--- src/rtl/uart_debug_master.sv ---
// uart_debug_master: host-driven bus initiator over an 8N1 serial link.
// 'W' A0..A3 D0..D3 writes a word and answers 'K'; 'R' A0..A3 answers R0..R3.
module uart_debug_master #(
  parameter int CLKS_PER_BIT = 868
) (
  input  logic        clock,
  input  logic        reset,
  input  logic        uart_rx,
  output logic        uart_tx,
  output logic        mem_valid,
  output logic        mem_instr,
  output logic [31:0] mem_addr,
  output logic [31:0] mem_wdata,
  output logic [3:0]  mem_wstrb,
  input  logic [31:0] mem_rdata,
  input  logic        mem_ready
);
  localparam int CW = $clog2(CLKS_PER_BIT);
  localparam logic [CW-1:0] LAST = CW'(CLKS_PER_BIT - 1);
  localparam logic [CW-1:0] HALF = CW'(CLKS_PER_BIT / 2 - 1);

  typedef enum logic [2:0] {
    S_CMD, S_ADDR, S_DATA, S_BUS, S_RESP
  } state_t;

  state_t        state, state_nx;
  logic          rx_s1, rx_s2, rx_s3;
  logic          rx_active;
  logic [CW-1:0] rx_cnt;
  logic [3:0]    rx_bit;
  logic [7:0]    rx_shift;
  logic          rx_done, rx_err;
  logic          cmd_ok;
  logic [1:0]    byte_cnt;
  logic          is_wr;
  logic [31:0]   addr_q, wdata_q;
  logic          tx_active;
  logic [CW-1:0] tx_cnt;
  logic [3:0]    tx_bit;
  logic [2:0]    tx_left;
  logic [31:0]   tx_buf;
  logic          tx_load, tx_done;

  // Receiver: synchronize, find the start edge, sample bit centres.
  always_ff @(posedge clock or posedge reset) begin
    if (reset) begin
      rx_s1     <= 1'b1;
      rx_s2     <= 1'b1;
      rx_s3     <= 1'b1;
      rx_active <= 1'b0;
      rx_cnt    <= '0;
      rx_bit    <= '0;
      rx_shift  <= '0;
      rx_done   <= 1'b0;
      rx_err    <= 1'b0;
    end else begin
      rx_s1   <= uart_rx;
      rx_s2   <= rx_s1;
      rx_s3   <= rx_s2;
      rx_done <= 1'b0;
      rx_err  <= 1'b0;
      if (!rx_active) begin
        if (rx_s3 && !rx_s2) begin
          rx_active <= 1'b1;
          rx_cnt    <= '0;
          rx_bit    <= '0;
        end
      end else if (rx_bit == 4'd0) begin
        if (rx_cnt == HALF) begin
          rx_cnt <= '0;
          if (rx_s2) rx_active <= 1'b0;
          else       rx_bit    <= 4'd1;
        end else begin
          rx_cnt <= rx_cnt + CW'(1);
        end
      end else if (rx_cnt == LAST) begin
        rx_cnt <= '0;
        if (rx_bit == 4'd9) begin
          rx_active <= 1'b0;
          rx_done   <= rx_s2;
          rx_err    <= !rx_s2;
        end else begin
          rx_shift <= {rx_s2, rx_shift[7:1]};
          rx_bit   <= rx_bit + 4'd1;
        end
      end else begin
        rx_cnt <= rx_cnt + CW'(1);
      end
    end
  end

  assign cmd_ok = rx_done && (rx_shift == 8'h57 || rx_shift == 8'h52);

  // Parser state register.
  always_ff @(posedge clock or posedge reset) begin
    if (reset) state <= S_CMD;
    else       state <= state_nx;
  end

  // Parser next state; bytes arriving in BUS/RESP fall through unused.
  always_comb begin
    state_nx = state;
    unique case (state)
      S_CMD:  if (cmd_ok) state_nx = S_ADDR;
      S_ADDR: begin
        if (rx_err)
          state_nx = S_CMD;
        else if (rx_done && byte_cnt == 2'd3)
          state_nx = is_wr ? S_DATA : S_BUS;
      end
      S_DATA: begin
        if (rx_err)
          state_nx = S_CMD;
        else if (rx_done && byte_cnt == 2'd3)
          state_nx = S_BUS;
      end
      S_BUS:  if (mem_ready) state_nx = S_RESP;
      S_RESP: if (tx_done) state_nx = S_CMD;
      default: state_nx = S_CMD;
    endcase
  end

  // Command fields shift in little-endian.
  always_ff @(posedge clock or posedge reset) begin
    if (reset) begin
      byte_cnt <= '0;
      is_wr    <= 1'b0;
      addr_q   <= '0;
      wdata_q  <= '0;
    end else begin
      case (state)
        S_CMD: if (cmd_ok) begin
          is_wr    <= (rx_shift == 8'h57);
          byte_cnt <= '0;
        end
        S_ADDR: if (rx_done) begin
          addr_q   <= {rx_shift, addr_q[31:8]};
          byte_cnt <= byte_cnt + 2'd1;
        end
        S_DATA: if (rx_done) begin
          wdata_q  <= {rx_shift, wdata_q[31:8]};
          byte_cnt <= byte_cnt + 2'd1;
        end
        default: ;
      endcase
    end
  end

  assign mem_valid = (state == S_BUS);
  assign mem_instr = 1'b0;
  assign mem_addr  = addr_q;
  assign mem_wdata = wdata_q;
  assign mem_wstrb = (mem_valid && is_wr) ? 4'hF : 4'h0;

  assign tx_load = mem_valid && mem_ready;
  assign tx_done = tx_active && tx_cnt == LAST &&
                   tx_bit == 4'd9 && tx_left == 3'd1;

  // Transmitter: start bit goes out the cycle after mem_ready,
  // bytes chained with no idle gap.
  always_ff @(posedge clock or posedge reset) begin
    if (reset) begin
      uart_tx   <= 1'b1;
      tx_active <= 1'b0;
      tx_cnt    <= '0;
      tx_bit    <= '0;
      tx_left   <= '0;
      tx_buf    <= '0;
    end else if (tx_load) begin
      uart_tx   <= 1'b0;
      tx_active <= 1'b1;
      tx_cnt    <= '0;
      tx_bit    <= '0;
      tx_left   <= is_wr ? 3'd1 : 3'd4;
      tx_buf    <= is_wr ? 32'h0000_004B : mem_rdata;
    end else if (tx_active) begin
      if (tx_cnt != LAST) begin
        tx_cnt <= tx_cnt + CW'(1);
      end else begin
        tx_cnt <= '0;
        if (tx_bit == 4'd9) begin
          if (tx_left == 3'd1) begin
            tx_active <= 1'b0;
            uart_tx   <= 1'b1;
          end else begin
            tx_left <= tx_left - 3'd1;
            tx_buf  <= tx_buf >> 8;
            tx_bit  <= '0;
            uart_tx <= 1'b0;
          end
        end else begin
          tx_bit  <= tx_bit + 4'd1;
          uart_tx <= (tx_bit == 4'd8) ? 1'b1 : tx_buf[tx_bit[2:0]];
        end
      end
    end
  end
endmodule

--- config.mk ---
export PLATFORM = sky130hd
export DESIGN_NAME = uart_debug_master
export DESIGN_NICKNAME = d
export VERILOG_FILES = /design/src/rtl/uart_debug_master.sv
export SDC_FILE = /design/constraint.sdc
export NUM_CORES = 1
export LEC_CHECK = 0
export CORE_UTILIZATION = 25
export DETAILED_ROUTE_END_ITERATION = 6
export GPL_TIMING_DRIVEN = 0
export PLACE_DENSITY = 0.53
export SYNTH_ARGS = -nofsm -noshare
export SYNTH_HDL_FRONTEND = slang
export SYNTH_SLANG_ARGS = --single-unit
--- constraint.sdc ---
create_clock -name clock -period 5.94 [get_ports clock]
set_input_delay 1.188 -clock clock [delete_from_list [all_inputs] [get_ports clock]]
set_output_delay 1.188 -clock clock [all_outputs]
set_load 0.02 [all_outputs]
==> results.cfg <==
[status]
status = finished, final reports clean

[power_and_ir_drop]
leakagePower_uw = 0.00392
p_per_area_nw_per_um2 = 258
vdd_drop_max_uv = 164

[sta]
hold_violations = 0
slew_violations = 0
tightest_slew_ns = 0.805
setup_ws_ns = 2.18
finalSetupTns_ns = 0
finClkSkew_ns = 0.00983
rsz0062_at_grt = false
fmax_mhz = 266
post-route-min-period_ns = 3.76
setup_viol = 0
relSlewSlack_pct = 45.9
period_share_pct = 63.3
hold_ws_ns = 0.358

[placement]
dp.cells = 1027
io_buffers = 105
pre_cts_slack_ns = 2.55
place_congestion = 0.749
dp_hpwl_um = 11400
post_dp_cell_area_sq_um = 8400

[route]
wl_um = 16600
route.detailed.drc = 0
drt_first_pass_iters = 4
detail-route-antenna-nets = 0
vias_per_cell = 4.71
via_count = 4983
routedWlPerCell_um = 15.7
detail_route.iter0.violations = 265

[global_route]
overflow = 0
grt_usage_pct = 12.1
grt_pass1_vias = 4979
antenna_found_initial = 0
grt_pass1_wl_um = 27300
grt_max_degree = 86

[floorplan]
dieHeight_um = 168
die_x_um = 168
die-area_sq_um = 28200
core_area_sq_um = 27000
ios = 107
start_util_pct = 25.5
num_rows = 60

[cts]
clock-root-buffer = clkbuf_16
cts_tree = built
cts.reportedPaths.clkPinSlew_ns = 0.06
cts_buffers = 17
cts_resized = 0
clock-sinks = 149
cts_htree_levels = 4
cts_setup_buffers = 0
cts_buffer_depth = 2
insertion_delay_ns = 0.41
postCtsHoldBufs = 0

[final_layout]
multi_input_area_sq_um = 2840
nets = 750
drive_gt1_share_pct = 23.9
fin_area_sq_um = 8970
antenna_cells = 0
fin_cells = 1057
area_growth_pct = 30.2
nFillCells = 2735
ff_latch_area_sq_um = 3730

[logic_synthesis]
synth_cells = 580
ys.flop_type = dfrtp_1
yosys-top-cells-area = dfrtp_1, mux2_2, o221a_2, o21ai_0, inv_1
yosysWarnings = 0
synth_top_cell_by_area = dfrtp_1
syn_area_sq_um = 6890
synth_common_cells = dfrtp_1, mux2_2, inv_1, o21ai_0
synth_top_area_share_pct = 52.6
synth.distinct_cells = 68
synth-seq-cells = 149
synth_edf_count = 0
synth_fp_nets = 625
synth.most_common_cell = dfrtp_1
async_reset_ff_share_pct = 100
yosysSeqAreaShare_pct = 54.2
avgSynthCellArea_sq_um = 11.9

[setup_path]
path_delay_family = buffers and inverters
worst_setup_path_end_kind = primary output
worst_path_largest_cell_delay_ns = 0.58
crit_start = is_wr
start_kind = register
reg2reg_from = state[2]
crit_path_cell_trace = buf_1 > clkbuf_1 > and2_1 > buf_4 > clkdlybuf4s50_1
slowest_stage = clkdlybuf4s50_1
r2r_slack_ns = 3.72
crit_path_end = mem_wstrb[3]
crit_buf_inv = 4
regToRegEndpoint = mem_wdata[7]
criticalPathCategory = reg -> out
cp.required_ns = 4.75
cp.arrival_ns = 2.57
ff2ff_path_depth = 4
cp_max_fo = 10
critical_path_depth = 5

[flow_run]
drv_cap = 0

[min_path]
hp-class = reg -> reg
layout by cell type, fill, tap and decap left out, types with 6 or more instances in the layout:
master and count:
o21ai_0 35, a31oi_1 12, a22o_2 8, clkdlybuf4s50_1 105, dfrtp_1 145, inv_1 34
nand2_1 26, clkbuf_16 17, nand3_1 17, nor2_1 26, mux2i_1 6, a21oi_1 7
nand4_1 10, o221a_2 20, nand2b_1 9, xor2_1 7, clkbuf_1 15, ha_1 9
buf_2 11, mux2_2 73, nor3_1 7
kinds of logic (layout without fill, tap and decap cells):
group                      Yosys count  after routing  synth area share [%]
other                                1              1                0.0544
buffers and inverters               69            205                  4.61
DFF                                149            149                  54.2
and+or+nand+nor                    144            144                  12.1
muxes                               80             80                  13.1
xor gates and xnor gates             9              9                  1.14
adders and majority gates            9              9                  1.63
AOI/OAI and AO/OA                  119            119                  13.2
area by class of cell:
class / count / area share (%)
flip-flops and latches: 149 / 41.6
multi-input cells: 362 / 31.7
repair buffers: 106 / 12.0
clock buffers: 20 / 4.98
well taps: 341 / 4.76
plain buffers: 34 / 2.08
inverters: 35 / 1.52
clock inverters: 10 / 1.37
worst min-delay path by stage:
stage | slack [ns] | end | cells after the start | startpoint
floorplan | 0.35 | rx_s2 | 0 | rx_s1
global placement | 0.35 | rx_s2 | 0 | rx_s1
detailed placement | 0.35 | rx_s2 | 0 | rx_s1
CTS | 0.36 | rx_s2 | 0 | rx_s1
global route | 0.37 | rx_s2 | 0 | rx_s1
finish | 0.36 | rx_s2 | 0 | rx_s1
flip-flops by register name, indices dropped and copies added, names as in the netlist:
name and count:
mem_addr 32, mem_wdata 32, tx_buf 32, rx_cnt 10, tx_cnt 10, rx_shift 8, rx_bit 4, tx_bit 4
state 3, tx_left 3, byte_cnt 2, is_wr 1, rx_active 1, rx_done 1, rx_err 1, rx_s1 1
rx_s2 1, rx_s3 1, tx_active 1, uart_tx 1
where the power goes:
part	total, uW	internal, uW	switching (uW)
combinational	183	82.5	101
sequential	1080	1050	30.3
clock	1060	631	426
stage by stage:
step | power [uW] | util [%]
finish | 2320 | 33.2
global route | 2420 | 33.2
CTS | 2350 | 33.2
detailed placement | 1280 | 31.1
global placement | 1280 | 31.0
floorplan | 1210 | -
per-layer routing:
metal	part of all wire, %	global-route usage [%]	up-vias
met5	0	0	-
met4	0.51	2.83	0
met3	5.0	3.53	10
met2	45	18.6	103
met1	49	16.7	2496
li1	-	-	2374
Note: power is estimated with default switching activity, not from simulation.
